### src/rtl/hazard_ctrl_pkg.sv
// Shared core encodings used by the hazard controller and its forwarding units.
package hazard_ctrl_pkg;

   // EX-stage result select; RESULT_SRC_MEM identifies a load in EX.
   typedef enum logic [1:0] {
      RESULT_SRC_ALU = 2'b00,
      RESULT_SRC_MEM = 2'b01,
      RESULT_SRC_PC4 = 2'b10
   } resultSrc_e;

   // EX operand source select.
   typedef enum logic [1:0] {
      FWD_RF  = 2'b00,
      FWD_WB  = 2'b01,
      FWD_MEM = 2'b10
   } fwdSel_e;

   // Data-memory wait sequencer states.
   typedef enum logic {
      RUN      = 1'b0,
      MEM_WAIT = 1'b1
   } memState_e;

endpackage

### src/rtl/hazard_ctrl_fwd_unit.sv
// Combinational forwarding compare for one EX source operand.
// A younger producer in MEM wins over an older one in WB; x0 never forwards.
module fwd_unit
   import hazard_ctrl_pkg::*;
(
   input  logic [4:0] rs_e,
   input  logic [4:0] rd_m,
   input  logic       reg_wr_en_m,
   input  logic [4:0] rd_w,
   input  logic       reg_wr_en_w,
   output fwdSel_e    fwd_sel
);

   logic hit_m;
   logic hit_w;

   assign hit_m = reg_wr_en_m && (rd_m != 5'd0) && (rd_m == rs_e);
   assign hit_w = reg_wr_en_w && (rd_w != 5'd0) && (rd_w == rs_e);

   // Select the operand source, MEM before WB before the register file.
   always_comb begin
      fwd_sel = FWD_RF;
      if (hit_m)
         fwd_sel = FWD_MEM;
      else if (hit_w)
         fwd_sel = FWD_WB;
   end

endmodule

### src/rtl/hazard_ctrl.sv
// Pipeline hazard and sequencing controller for the 5-stage RV32 core:
// stall/flush enables, EX operand forwarding, data-memory wait FSM with a
// watchdog, and stall/flush performance counters.
module hazard_ctrl
   import hazard_ctrl_pkg::*;
#(
   parameter int CNT_W       = 32,
   parameter int MEM_TIMEOUT = 255
) (
   input  logic             clk,
   input  logic             rst_n,
   input  logic [4:0]       rs1_d,
   input  logic [4:0]       rs2_d,
   input  logic [4:0]       rs1_e,
   input  logic [4:0]       rs2_e,
   input  logic [4:0]       rd_e,
   input  resultSrc_e       result_src_e,
   input  logic             pc_src_e,
   input  logic [4:0]       rd_m,
   input  logic             reg_wr_en_m,
   input  logic [4:0]       rd_w,
   input  logic             reg_wr_en_w,
   input  logic             dmem_req_m,
   input  logic             dmem_ready,
   output logic             stall_f,
   output logic             stall_d,
   output logic             stall_e,
   output logic             stall_m,
   output logic             stall_w,
   output logic             flush_d,
   output logic             flush_e,
   output logic [1:0]       fwd_a_e,
   output logic [1:0]       fwd_b_e,
   output logic             mem_timeout_err,
   output logic [CNT_W-1:0] stall_cnt,
   output logic [CNT_W-1:0] flush_cnt
);

   // Watchdog counter only needs to reach MEM_TIMEOUT; it then saturates.
   localparam int              WAIT_W   = (MEM_TIMEOUT > 0) ? $clog2(MEM_TIMEOUT + 1) : 1;
   localparam logic [WAIT_W-1:0] WAIT_MAX = WAIT_W'(MEM_TIMEOUT);

   memState_e         state;
   memState_e         state_nxt;
   logic [WAIT_W-1:0] wait_cnt;
   logic [WAIT_W-1:0] wait_cnt_nxt;
   logic              timeout_hit;
   logic              mem_stall;
   logic              lwstall;
   logic              any_stall;
   fwdSel_e           fwd_a_sel;
   fwdSel_e           fwd_b_sel;

   // ------------------------------------------------------------------
   // Forwarding
   // ------------------------------------------------------------------
   fwd_unit u_fwd_a (
      .rs_e        (rs1_e),
      .rd_m        (rd_m),
      .reg_wr_en_m (reg_wr_en_m),
      .rd_w        (rd_w),
      .reg_wr_en_w (reg_wr_en_w),
      .fwd_sel     (fwd_a_sel)
   );

   fwd_unit u_fwd_b (
      .rs_e        (rs2_e),
      .rd_m        (rd_m),
      .reg_wr_en_m (reg_wr_en_m),
      .rd_w        (rd_w),
      .reg_wr_en_w (reg_wr_en_w),
      .fwd_sel     (fwd_b_sel)
   );

   assign fwd_a_e = fwd_a_sel;
   assign fwd_b_e = fwd_b_sel;

   // ------------------------------------------------------------------
   // Hazard detection
   // ------------------------------------------------------------------
   // A memory stall covers both a fresh request that is not ready and an
   // ongoing wait; a same-cycle completion never stalls.
   assign mem_stall = (dmem_req_m && !dmem_ready) ||
                      ((state == MEM_WAIT) && !dmem_ready);

   assign lwstall = (result_src_e == RESULT_SRC_MEM) && (rd_e != 5'd0) &&
                    ((rd_e == rs1_d) || (rd_e == rs2_d));

   // Stall/flush enables. A memory stall freezes the whole pipe and masks
   // both flushes; a taken branch held in EX by that freeze therefore
   // flushes in the first cycle the stall lifts.
   always_comb begin
      // NOTE: every output gets a default first so no path leaves one
      // unassigned, which would otherwise infer a latch.
      stall_f = 1'b0;
      stall_d = 1'b0;
      stall_e = 1'b0;
      stall_m = 1'b0;
      stall_w = 1'b0;
      flush_d = 1'b0;
      flush_e = 1'b0;
      if (mem_stall) begin
         stall_f = 1'b1;
         stall_d = 1'b1;
         stall_e = 1'b1;
         stall_m = 1'b1;
         stall_w = 1'b1;
      end else begin
         if (lwstall) begin
            stall_f = 1'b1;
            stall_d = 1'b1;
            flush_e = 1'b1;
         end
         if (pc_src_e) begin
            flush_d = 1'b1;
            flush_e = 1'b1;
         end
      end
   end

   assign any_stall = stall_f | stall_d | stall_e | stall_m | stall_w;

   // ------------------------------------------------------------------
   // Memory wait FSM
   // ------------------------------------------------------------------
   // Next-state: enter MEM_WAIT on an unready request, leave on ready.
   always_comb begin
      state_nxt = state;
      case (state)
         RUN:      if (dmem_req_m && !dmem_ready) state_nxt = MEM_WAIT;
         MEM_WAIT: if (dmem_ready)                state_nxt = RUN;
         default:                                 state_nxt = RUN;
      endcase
   end

   // State register.
   always_ff @(posedge clk or negedge rst_n) begin
      // NOTE: sequential state uses non-blocking assignments so every
      // register samples pre-edge values regardless of block ordering.
      if (!rst_n)
         state <= RUN;
      else
         state <= state_nxt;
   end

   // ------------------------------------------------------------------
   // Watchdog
   // ------------------------------------------------------------------
   // Count unready MEM_WAIT cycles, saturating at MEM_TIMEOUT; any cycle
   // outside such a wait (including the release cycle) clears the count.
   always_comb begin
      wait_cnt_nxt = '0;
      if ((state == MEM_WAIT) && !dmem_ready)
         wait_cnt_nxt = (wait_cnt == WAIT_MAX) ? wait_cnt : wait_cnt + 1'b1;
   end

   assign timeout_hit = (MEM_TIMEOUT != 0) && (state == MEM_WAIT) &&
                        !dmem_ready && (wait_cnt_nxt == WAIT_MAX);

   // Wait counter and sticky timeout flag; only reset clears the flag.
   always_ff @(posedge clk or negedge rst_n) begin
      if (!rst_n) begin
         wait_cnt        <= '0;
         mem_timeout_err <= 1'b0;
      end else begin
         wait_cnt <= wait_cnt_nxt;
         if (timeout_hit)
            mem_timeout_err <= 1'b1;
      end
   end

   // ------------------------------------------------------------------
   // Performance counters
   // ------------------------------------------------------------------
   // Free-running, wrapping counts of stall cycles and EX flush cycles.
   always_ff @(posedge clk or negedge rst_n) begin
      if (!rst_n) begin
         stall_cnt <= '0;
         flush_cnt <= '0;
      end else begin
         if (any_stall)
            stall_cnt <= stall_cnt + CNT_W'(1);
         if (flush_e)
            flush_cnt <= flush_cnt + CNT_W'(1);
      end
   end

endmodule

### config.mk
export PLATFORM = sky130hd
export DESIGN_NAME = hazard_ctrl
export DESIGN_NICKNAME = d
export VERILOG_FILES = /design/src/rtl/hazard_ctrl_pkg.sv /design/src/rtl/hazard_ctrl_fwd_unit.sv /design/src/rtl/hazard_ctrl.sv
export SDC_FILE = /design/constraint.sdc
export NUM_CORES = 1
export LEC_CHECK = 0
export CORE_ASPECT_RATIO = 0.9
export CORE_MARGIN = 1.5
export CORE_UTILIZATION = 30
export DETAILED_ROUTE_END_ITERATION = 7
export PLACE_DENSITY = 0.61
export SYNTH_ARGS = -nofsm -noshare
export SYNTH_HDL_FRONTEND = slang
export SYNTH_SLANG_ARGS = --single-unit
### constraint.sdc
create_clock -name clk -period 2.4 [get_ports clk]
set_clock_uncertainty 0.05 [all_clocks]
set_input_delay 0.36 -clock clk [delete_from_list [all_inputs] [get_ports clk]]
set_output_delay 0.36 -clock clk [all_outputs]
set_load 0.02 [all_outputs]
==> results.md, run 1 <==
- Outcome: finished clean
- Cell accounting for the most synthesized area: dfrtp_1
- Starting density of the core: 30.9%
- Tightest Pin Transition: 0.614 ns
- Worst Hold Slack: 0.429 ns
- Critical Path Sink: fwd_b_e[0]
- Via density per instance: 4.74
- Main combinational cell family by area after synthesis: simple AND/OR/NAND/NOR gates
- Wire length of the first global-routing pass: 16.2 mm
- Basic-gate share of the synthesized area counting and, or, nand and nor cells: 23.8%
- Number of enable-type register cells in the synthesized netlist: 0
- Maximum count of clock buffers along a single path: 2
- Number of warnings printed during yosys synthesis: 0
- RSZ-0062 raised after global routing: false
- Via count of the first global-routing pass: 3297
- CORE AREA: 12700 um2
- Setup CP Type: input port to output port
- Sequential group share of total power: 37.0%
- Horizontal extent of the die: 124 um
- Share of the synthesized netlist area taken by xor and xnor gates: 20.9%
- Endpoint of the lowest-slack register-to-register path: flush_cnt[29]$_DFFE_PN0P_
- Part of the power in the clock network: 41.8%
- Switching share of total power: 27.7%
- Share of synthesized area occupied by flip-flops and latches: 47.1%
- Adder and majority cell fraction of the synthesized area: 0.954%
- Post-DP HPWL: 7.16 mm
- Netlist cell types: 40
- Compound-cell area share of the yosys netlist: 2.93%
- Num rows: 39
- Fraction of post-synthesis cell area in the top cell type by area: 47.1%
- Hold Crit Class: register to register
- Leakage power: 2.55 nW
- Initial antenna violation count: 0
- Most area-consuming cells after synthesis: dfrtp_1, xnor2_1, xor2_1, nand4_1, nand3_1
- Part of the power in combinational logic: 21.2%
- FF-to-FF setup slack: 0.21 ns
- Slowest stage cell, crit path: or4_4
- Total Die Area: 13800 um2
- Clock tree from TritonCTS: yes
- Post-Synthesis Cells: 383
- Biggest fanout along the worst timing path: 2
- PnR Total Power: 4.02 mW
- Async set or reset register ratio after synthesis: 100%
- Largest net degree at the start of global routing: 41
- Number of vias after detailed routing: 3285
- Hold Fails Final Rpt: 0
- Commonest cells after routing, fill and taps aside: clkdlybuf4s50_1, dfrtp_1, xnor2_1, xor2_1
- Cell family with the largest share of critical-path delay: simple AND/OR/NAND/NOR gates
- VDD IR max: 369 uV
- Total instance count after detailed placement: 676
- Port-buffer cells: 119
- Clock Latency Late Sink: 0.34 ns
- Number of nets in the layout: 571
- Clock-pin slew reported for the worst setup and hold paths after clock tree synthesis: 0.06 ns
- Post-Layout Cell Count: 693
- Worst stage delay on the critical path: 0.55 ns
- Final setup fails: 0
- Die outline height: 112 um
- Net Count, Synth: 430
- Iteration count of the initial detailed-routing pass: 4
- Final wirelength: 9.77 mm
- DRC violation total after the first TritonRoute iteration: 154
- Critical path cell sequence: dlygate4sd2_1 -> or4_4 -> o21ai_4 -> nor4_4 -> nor4_2 -> buf_4
- Layout overhead on the synthesized area: 49.3%
- Clk Tree Root Cell: clkbuf_16
- Startpoint of the lowest-slack register-to-register path: flush_cnt[4]$_DFFE_PN0P_
- Proportion of synthesized area in mux cells: 1.11%
- Final weighted congestion of routability-driven global placement: 0.808
- Final critical-path share of the clock period: 95.9%
- Congestion Overflow GR: 0
- Internal Power: 2.91 mW
- Number of antenna-violating nets in the routed design: 0
- Power per unit of standard cell area: 685 nW/um2
- Arrival time at the worst endpoint: 1.89 ns
- Endpoint kind of the worst setup timing path: output port
- Max-cap violations: 0
- Stages on worst setup path: 6
- WL/cell: 14.1 um
- Clock tree sinks: 74
- R2r worst-path depth: 6
- Share of layout cells above drive strength 1: 13.0%
- DRC violation count after routing: 0
- Final antenna diode count: 0
- Yosys reg bits: 74
- CTS H-tree lvls: 3
- Final-layout setup total negative slack: 0 ns
- Final Util: 46.1%
- Startpoint class of the critical path: input port
- Cell area after synthesis: 3940 um2
- Worst EP required: 1.99 ns
- Achievable Freq: 435 MHz
- Worst slew margin relative to its limit: 59.0%
- Net Sw Power: 1.12 mW
- Mean area per synthesized cell: 10.3 um2
- Gr usage total: 14.8%
- Top-Level Pins: 120
- Min cycle time layout: 2.30 ns
- Total CTS buffers: 9
- Beginning of the critical path: rd_m[4]
- Dominant synthesized flop cell: dfrtp_1
- Most frequent standard cell in the layout excluding fill and tap cells: clkdlybuf4s50_1
- Critical path buffers and inverters: 2
- Max-slew violations: 0
==> worst min path at each step <==
stage,startpoint,to,cells past startpoint
global route,flush_cnt[31]$_DFFE_PN0P_,flush_cnt[31]$_DFFE_PN0P_,1
CTS,flush_cnt[31]$_DFFE_PN0P_,flush_cnt[31]$_DFFE_PN0P_,1
detailed placement,rst_n,flush_cnt[17]$_DFFE_PN0P_,1
floorplan,rst_n,flush_cnt[0]$_DFFE_PN0P_,0
global placement,rst_n,flush_cnt[17]$_DFFE_PN0P_,1
finish,flush_cnt[31]$_DFFE_PN0P_,flush_cnt[31]$_DFFE_PN0P_,1
==> repair_timing <==
| action | CTS | global route |
|---|---|---|
| buffers inserted | 0 | 0 |
| pin swaps | 7 | 5 |
| endpoints found under the hold margin | 39 | 0 |
| gates cloned | 0 | 0 |
| hold buffers | 1 | 0 |
| gates resized for setup | 34 | 15 |
| setup endpoints to repair | 7 | 8 |
==> state kept, by name, indices dropped and copies added, names as in the netlist <==
register	count
flush_cnt	32
mem_timeout_err	1
stall_cnt	32
state	1
wait_cnt	8
==> routing by layer <==
layer,share of wire (%),GRT usage [%]
met5,0,0
met4,1.5,4.75
met3,4.0,3.64
met2,49,23.4
met1,46,19.8
==> through the flow <==
step                      worst slack (ns)  area, um2
final                               0.0990       5870
after CTS                          -0.0270       5860
after global placement              -0.540       5460
after detailed placement            -0.563       5460
after floorplan                      0.156       3940
after global routing                0.0204       5870
==> synth_stat cells, types with 5 or more instances <==
master,instances
xor2_1,37
buf_2,6
buf_4,5
nand2b_1,5
and2_1,9
dfrtp_1,74
nor2_1,28
nand4_1,25
a21oi_1,5
nand3_1,27
xnor2_1,57
inv_1,9
and3_1,16
nor3_1,6
nor3_2,8
nand2_1,22
==> area by class of cell <==
cell class / count / area (um2)
clock buffers: 10 / 239
clock inverters: 6 / 136
fillers: 1206 / 6860
inverters: 9 / 33.8
multi-input cells: 284 / 2020
flip-flops and latches: 74 / 1850
well taps: 164 / 205
repair buffers: 146 / 1390
==> power groups by stage <==
stage	registers, mW	clock network (mW)	logic, mW
6_report	1.49	1.68	0.852
5_1_grt	1.51	1.76	0.920
4_1_cts	1.49	1.72	0.863
3_5_place_dp	1.51	0	0.860
3_3_place_gp	1.51	0	0.847
2_1_floorplan	1.60	0	0.307
==> cell families after synthesis <==
group,Yosys count
and+or+nand+nor,165
xor gates and xnor gates,94
DFF,74
buffers and inverters,25
AOI/OAI and AO/OA,18
muxes,4
adders and majority gates,3
No activity file was read; power rests on OpenSTA's default activity.
==> run 2: changes to the inputs <==
--- a/config.mk
+++ b/config.mk
@@ -5,7 +5,6 @@
 export SDC_FILE = /design/constraint.sdc
 export NUM_CORES = 1
 export LEC_CHECK = 0
-export CORE_ASPECT_RATIO = 0.9
 export CORE_MARGIN = 1.5
 export CORE_UTILIZATION = 30
 export DETAILED_ROUTE_END_ITERATION = 7
==> run 2 against run 1 <==
Maximum frequency down 2.3%. Worst setup slack worse by 0.054 ns. First-iteration DRC count up 27%. Sequential cell count unchanged. Via count up 0.30%. Critical endpoint unchanged. Largest cell class unchanged.
==> results.md, run 2 (same netlist as run 1, synthesis figures left out) <==
- Endpoint kind of the worst setup timing path: output port (unchanged)
- WL/cell: 14.0 um (was 14.1 um)
- Largest registers ranked by flip-flop count: flush_cnt: 32 flops, stall_cnt: 32 flops, wait_cnt: 8 flops (unchanged)
- Max-cap violations: 0 (unchanged)
- Worst stage delay on the critical path: 0.47 ns (was 0.55 ns)
- DRC violation total after the first TritonRoute iteration: 195 (was 154)
- Clock tree from TritonCTS: yes (unchanged)
- Achievable Freq: 425 MHz (was 435 MHz)
- Final setup fails: 0 (unchanged)
- CORE AREA: 12700 um2 (about the same)
- Cell count of the worst hold path: 1 (unchanged)
- VDD IR max: 528 uV (was 369 uV)
- Final Util: 46.1% (about the same)
- Number of nets in the layout: 569 (was 571)
- Worst EP required: 1.99 ns (about the same)
- Cell family with the largest share of critical-path delay: simple AND/OR/NAND/NOR gates (unchanged)
- Number of vias after detailed routing: 3295 (was 3285)
- Starting density of the core: 30.9% (about the same)
- DRC violation count after routing: 0 (unchanged)
- Startpoint class of the critical path: input port (unchanged)
- Min cycle time layout: 2.35 ns (was 2.30 ns)
- Congestion Overflow GR: 0 (unchanged)
- Critical path buffers and inverters: 2 (unchanged)
- Total CTS buffers: 9 (unchanged)
- Maximum count of clock buffers along a single path: 2 (unchanged)
- Beginning of the critical path: rs2_e[1] (was rd_m[4])
- Outcome: finished clean (unchanged)
- Critical path cell sequence: clkdlybuf4s50_1 -> xor2_1 -> or4_1 -> nor4_1 -> buf_2 (was dlygate4sd2_1 -> or4_4 -> o21ai_4 -> nor4_4 -> nor4_2 -> buf_4)
- Number of antenna-violating nets in the routed design: 0 (unchanged)
- Hold Crit Class: register to register (unchanged)
- RSZ-0062 raised after global routing: false (unchanged)
- Num rows: 41 (was 39)
- Arrival time at the worst endpoint: 1.94 ns (was 1.89 ns)
- Tightest Pin Transition: 0.599 ns (was 0.614 ns)
- Clock tree sinks: 74 (unchanged)
- Setup CP Type: input port to output port (unchanged)
- Biggest fanout along the worst timing path: 2 (unchanged)
- Port-buffer cells: 119 (unchanged)
- Share of layout cells above drive strength 1: 12.5% (was 13.0%)
- Worst slew margin relative to its limit: 60.0% (was 59.0%)
- Top-Level Pins: 120 (unchanged)
- Final antenna diode count: 0 (unchanged)
- Slowest stage cell, crit path: or4_1 (was or4_4)
- Iteration count of the initial detailed-routing pass: 4 (unchanged)
- Clock-pin slew reported for the worst setup and hold paths after clock tree synthesis: 0.06 ns (about the same)
- Clk Tree Root Cell: clkbuf_16 (unchanged)
- Final critical-path share of the clock period: 98.1% (was 95.9%)
- CTS H-tree lvls: 3 (unchanged)
- Beginning of the worst hold path: mem_timeout_err$_DFFE_PN0P_ (was flush_cnt[31]$_DFFE_PN0P_)
- Final wirelength: 9.75 mm (was 9.77 mm)
- Endpoint of the lowest-slack register-to-register path: flush_cnt[29]$_DFFE_PN0P_ (unchanged)
- R2r worst-path depth: 6 (unchanged)
- Largest net degree at the start of global routing: 39 (was 41)
- Hold Fails Final Rpt: 0 (unchanged)
- Most frequent standard cell in the layout excluding fill and tap cells: clkdlybuf4s50_1 (unchanged)
- Via count of the first global-routing pass: 3318 (was 3297)
- Clock Latency Late Sink: 0.33 ns (was 0.34 ns)
- Leakage power: 2.54 nW (was 2.55 nW)
- Max-slew violations: 0 (unchanged)
- Post-DP HPWL: 6.98 mm (was 7.16 mm)
- End point of the most critical hold path: mem_timeout_err$_DFFE_PN0P_ (was flush_cnt[31]$_DFFE_PN0P_)
- Layout overhead on the synthesized area: 49.0% (was 49.3%)
- Gr usage total: 14.5% (was 14.8%)
- Initial antenna violation count: 0 (unchanged)
- Wire length of the first global-routing pass: 16.4 mm (was 16.2 mm)
- Total Die Area: 13800 um2 (about the same)
- Startpoint of the lowest-slack register-to-register path: flush_cnt[4]$_DFFE_PN0P_ (unchanged)
- FF-to-FF setup slack: 0.20 ns (was 0.21 ns)
- Stages on worst setup path: 5 (was 6)
- Horizontal extent of the die: 118 um (was 124 um)
- Via density per instance: 4.71 (was 4.74)
- Power per unit of standard cell area: 661 nW/um2 (was 685 nW/um2)
- PnR Total Power: 3.88 mW (was 4.02 mW)
- Die outline height: 118 um (was 112 um)
- Final weighted congestion of routability-driven global placement: 0.809 (was 0.808)
- Commonest cells after routing, fill and taps aside: clkdlybuf4s50_1, dfrtp_1, xnor2_1, xor2_1 (unchanged)
## run 2: cell count changes in the layout (fill, tap and decap cells not counted), sizes merged
cell / change
buf: -2
dlymetal6s2s: +2
inv: -1
dlygate4sd2: -1
clkbuf: -3
clkdlybuf4s50: -1
clkdlybuf4s15: +3
clkinv: +2
bufinv: -1
## run 2: worst max-delay path by stage
stage | slack (ns) | to
floorplan | 0.16 | fwd_a_e[0]
global placement | -0.54 | fwd_a_e[0]
detailed placement | -0.53 | fwd_a_e[0]
CTS | 0.004 | fwd_a_e[0]
global route | 0.0002 | flush_e
finish | 0.05 | fwd_b_e[0]
## run 2: where the power goes
group          internal [mW]  total (mW)  switching, mW  leakage [nW]
Clock                   1.02        1.54          0.525         0.163
Sequential              1.35        1.48          0.134         0.985
Combinational          0.412       0.851          0.439          1.39
## run 2: final cells by class
cell class	count	area (um2)
Fill cell	1227	6860
Multi-Input combinational cell	284	2000
Sequential cell	74	1850
Timing Repair Buffer	144	1420
Clock buffer	10	229
Tap cell	172	215
Clock inverter	6	115
Inverter	9	33.8
## run 2: per-stage QoR
stage / area (um2) / setup WS (ns) / hold WS (ns) / TNS [ns] / cells
floorplan: 3940 / 0.156 / 0.0144 / 0 / 383
global placement: 5460 / -0.538 / 0.317 / -5.25 / 681
detailed placement: 5460 / -0.535 / 0.325 / -5.20 / 681
CTS: 5820 / 0.00375 / 0.427 / 0 / 699
global route: 5860 / 0.000187 / 0.452 / 0 / 699
finish: 5860 / 0.0452 / 0.418 / 0 / 699
## run 2: routing by layer
metal / vias up / GRT usage [%] / part of all wire [%]
met4: 0 / 4.65 / 0.74
met1: 1607 / 19.2 / 46
met5: - / 0 / 0
met2: 78 / 22.7 / 48
li1: 1604 / - / -
met3: 6 / 4.36 / 4.5
## run 2: timing repair
item                       in CTS  in global routing
pin swaps                       7                  5
hold endpoints to repair       36                  0
setup endpoints to repair       7                  6
setup buffers                   1                  0
gates resized for setup        38                 11
hold buffers                    1                  0
==> run 3: changes to the inputs <==
==> constraint.sdc (replaced) <==
create_clock -name clk -period 2.2 [get_ports clk]
set_clock_uncertainty 0.05 [all_clocks]
set_input_delay 0.33 -clock clk [delete_from_list [all_inputs] [get_ports clk]]
set_output_delay 0.33 -clock clk [all_outputs]
set_load 0.02 [all_outputs]
==> run 3 against run 2 <==
Via count about the same. Critical path depth up 2. Clock power up 16%. Sequential share of layout area down 0.39 points. Final cell count up 1.1%. Register-to-register slack better by 0.05 ns. Die area unchanged. Non-clock buffer count up 9. Critical path type unchanged.
==> results.md, run 3 (same netlist as run 1, synthesis figures left out) <==
- Startpoint class of the critical path: input port (unchanged)
- Critical path buffers and inverters: 3 (was 2)
- Horizontal extent of the die: 118 um (unchanged)
- Num rows: 41 (unchanged)
- Tightest Pin Transition: 0.607 ns (was 0.599 ns)
- Endpoint kind of the worst setup timing path: output port (unchanged)
- Outcome: finished clean (unchanged)
- Startpoint of the lowest-slack register-to-register path: flush_cnt[7]$_DFFE_PN0P_ (was flush_cnt[4]$_DFFE_PN0P_)
- RSZ-0062 raised after global routing: true (was false)
- Cell family with the largest share of critical-path delay: simple AND/OR/NAND/NOR gates (unchanged)
- Layout overhead on the synthesized area: 50.8% (was 49.0%)
- Worst EP required: 1.82 ns (was 1.99 ns)
- Max-cap violations: 0 (unchanged)
- Power per unit of standard cell area: 736 nW/um2 (was 661 nW/um2)
- Achievable Freq: 463 MHz
- Via density per instance: 4.66 (was 4.71)
- Hold Crit Class: register to register (unchanged)
- DRC violation total after the first TritonRoute iteration: 123 (was 195)
- Largest registers ranked by flip-flop count: flush_cnt: 32 flops, stall_cnt: 32 flops, wait_cnt: 8 flops (unchanged)
- Post-Layout Cell Count: 707 (was 699)
- Number of antenna-violating nets in the routed design: 0 (unchanged)
- Starting density of the core: 30.9% (unchanged)
- Number of vias after detailed routing: 3292 (was 3295)
- Worst stage delay on the critical path: 0.54 ns (was 0.47 ns)
- Number of nets in the layout: 578 (was 569)
- Setup CP Type: input port to output port (unchanged)
- Total Die Area: 13800 um2 (unchanged)
- Final wirelength: 10.1 mm (was 9.75 mm)
- Post-DP HPWL: 7.16 mm (was 6.98 mm)
- Share of layout cells above drive strength 1: 14.4% (was 12.5%)
- Iteration count of the initial detailed-routing pass: 4 (unchanged)
- Critical path cell sequence: clkdlybuf4s15_1 -> or4_4 -> o21ai_4 -> buf_4 -> nor4_2 -> nor4_1 -> buf_2 (was clkdlybuf4s50_1 -> xor2_1 -> or4_1 -> nor4_1 -> buf_2)
- Clk Tree Root Cell: clkbuf_16 (unchanged)
- Hold Fails Final Rpt: 0 (unchanged)
- Arrival time at the worst endpoint: 1.78 ns (was 1.94 ns)
- Clock tree sinks: 74 (unchanged)
- Worst slew margin relative to its limit: 59.5% (was 60.0%)
- Total instance count after detailed placement: 687 (was 681)
- Top-Level Pins: 120 (unchanged)
- Worst Hold Slack: 0.419 ns (was 0.418 ns)
- Leakage power: 2.64 nW (was 2.54 nW)
- Final antenna diode count: 0 (unchanged)
- Maximum count of clock buffers along a single path: 2 (unchanged)
- Total CTS buffers: 9 (unchanged)
- Clock Latency Late Sink: 0.34 ns (was 0.33 ns)
- Beginning of the worst hold path: flush_cnt[31]$_DFFE_PN0P_ (was mem_timeout_err$_DFFE_PN0P_)
- Port-buffer cells: 119 (unchanged)
- Slowest stage cell, crit path: or4_4 (was or4_1)
- Clock tree from TritonCTS: yes (unchanged)
- Wire length of the first global-routing pass: 17.3 mm (was 16.4 mm)
- Largest net degree at the start of global routing: 75 (was 39)
- Final weighted congestion of routability-driven global placement: 0.848 (was 0.809)
- Die outline height: 118 um (unchanged)
- PnR Total Power: 4.37 mW (was 3.88 mW)
- CTS H-tree lvls: 3 (unchanged)
- Gr usage total: 15.3% (was 14.5%)
- WL/cell: 14.2 um (was 14.0 um)
- Initial antenna violation count: 0 (unchanged)
- Clock-pin slew reported for the worst setup and hold paths after clock tree synthesis: 0.06 ns (about the same)
- Commonest cells after routing, fill and taps aside: clkdlybuf4s50_1, dfrtp_1, xnor2_1, xor2_1, buf_4 (was clkdlybuf4s50_1, dfrtp_1, xnor2_1, xor2_1)
- Final critical-path share of the clock period: 98.2%
- CORE AREA: 12700 um2 (unchanged)
- Congestion Overflow GR: 0 (unchanged)
- Most frequent standard cell in the layout excluding fill and tap cells: clkdlybuf4s50_1 (unchanged)
- Biggest fanout along the worst timing path: 2 (unchanged)
- Final setup fails: 0 (unchanged)
- Via count of the first global-routing pass: 3503 (was 3318)
- Min cycle time layout: 2.16 ns
- Beginning of the critical path: rd_m[3] (was rs2_e[1])
- DRC violation count after routing: 0 (unchanged)
- Max-slew violations: 0 (unchanged)
- VDD IR max: 483 uV (was 528 uV)
run 3: cell types whose count changed in the layout (fill, tap and decap cells not counted), sizes merged:
cell,delta
buf,+13
bufinv,+1
clkinv,-2
dlygate4sd2,+10
clkdlybuf4s15,-2
clkdlybuf4s50,-13
clkbuf,+1
run 3: worst paths after layout:
kind / to / slack [ns] / depth (start not counted)
setup / recovery: fwd_a_e[0] / 0.04 / 7
setup reg to reg: flush_cnt[29]$_DFFE_PN0P_ / 0.25 / 6
hold / removal: flush_cnt[31]$_DFFE_PN0P_ / 0.42 / 1
min in group asynchronous: flush_cnt[31]$_DFFE_PN0P_ / 0.47 / 3
hold reg to reg: flush_cnt[31]$_DFFE_PN0P_ / 0.42 / 1
max in group asynchronous: stall_cnt[24]$_DFFE_PN0P_ / 1.27 / 3
run 3: timing repair:
action	in CTS	in global routing
gates resized for setup	57	19
setup buffers	3	2
pin swaps	11	7
hold buffers	1	0
setup endpoints to repair	14	35
hold endpoints to repair	74	0
run 3: report_power, final:
group | switching, mW | internal (mW) | total, mW
clock | 0.565 | 1.22 | 1.78
combinational | 0.515 | 0.470 | 0.985
sequential | 0.130 | 1.47 | 1.60
run 3: area by class of cell:
class	count	area, um2
fillers	1243	6790
multi-input cells	284	2020
flip-flops and latches	74	1850
repair buffers	153	1450
clock buffers	10	229
well taps	172	215
clock inverters	5	128
inverters	9	33.8
run 3: per-stage QoR:
stage / setup TNS (ns) / util (%) / setup slack [ns] / instance area, um2
2_1_floorplan: 0 / - / 0.0158 / 3940
3_5_place_dp: -15.98 / 43.2 / -0.693 / 5500
5_1_grt: -0.0242 / 46.7 / -0.0124 / 5940
4_1_cts: -0.0305 / 46.3 / -0.0198 / 5890
6_report: 0 / 46.7 / 0.0386 / 5940
3_3_place_gp: -12.10 / 43.2 / -0.656 / 5500
run 3: worst register-to-register path, cell delays in order (launching register included):
cell and delay, ns:
dfrtp_1 0.40, and4_1 0.25, and3_1 0.18, nand4_1 0.14, or3_4 0.45, nor4_4 0.24, xor2_1 0.16
run 3: layer usage:
layer,GRT usage [%],share of wire (%)
met5,0,0
met4,3.96,1.0
met3,4.41,4.3
met2,25.1,49
met1,19.8,45
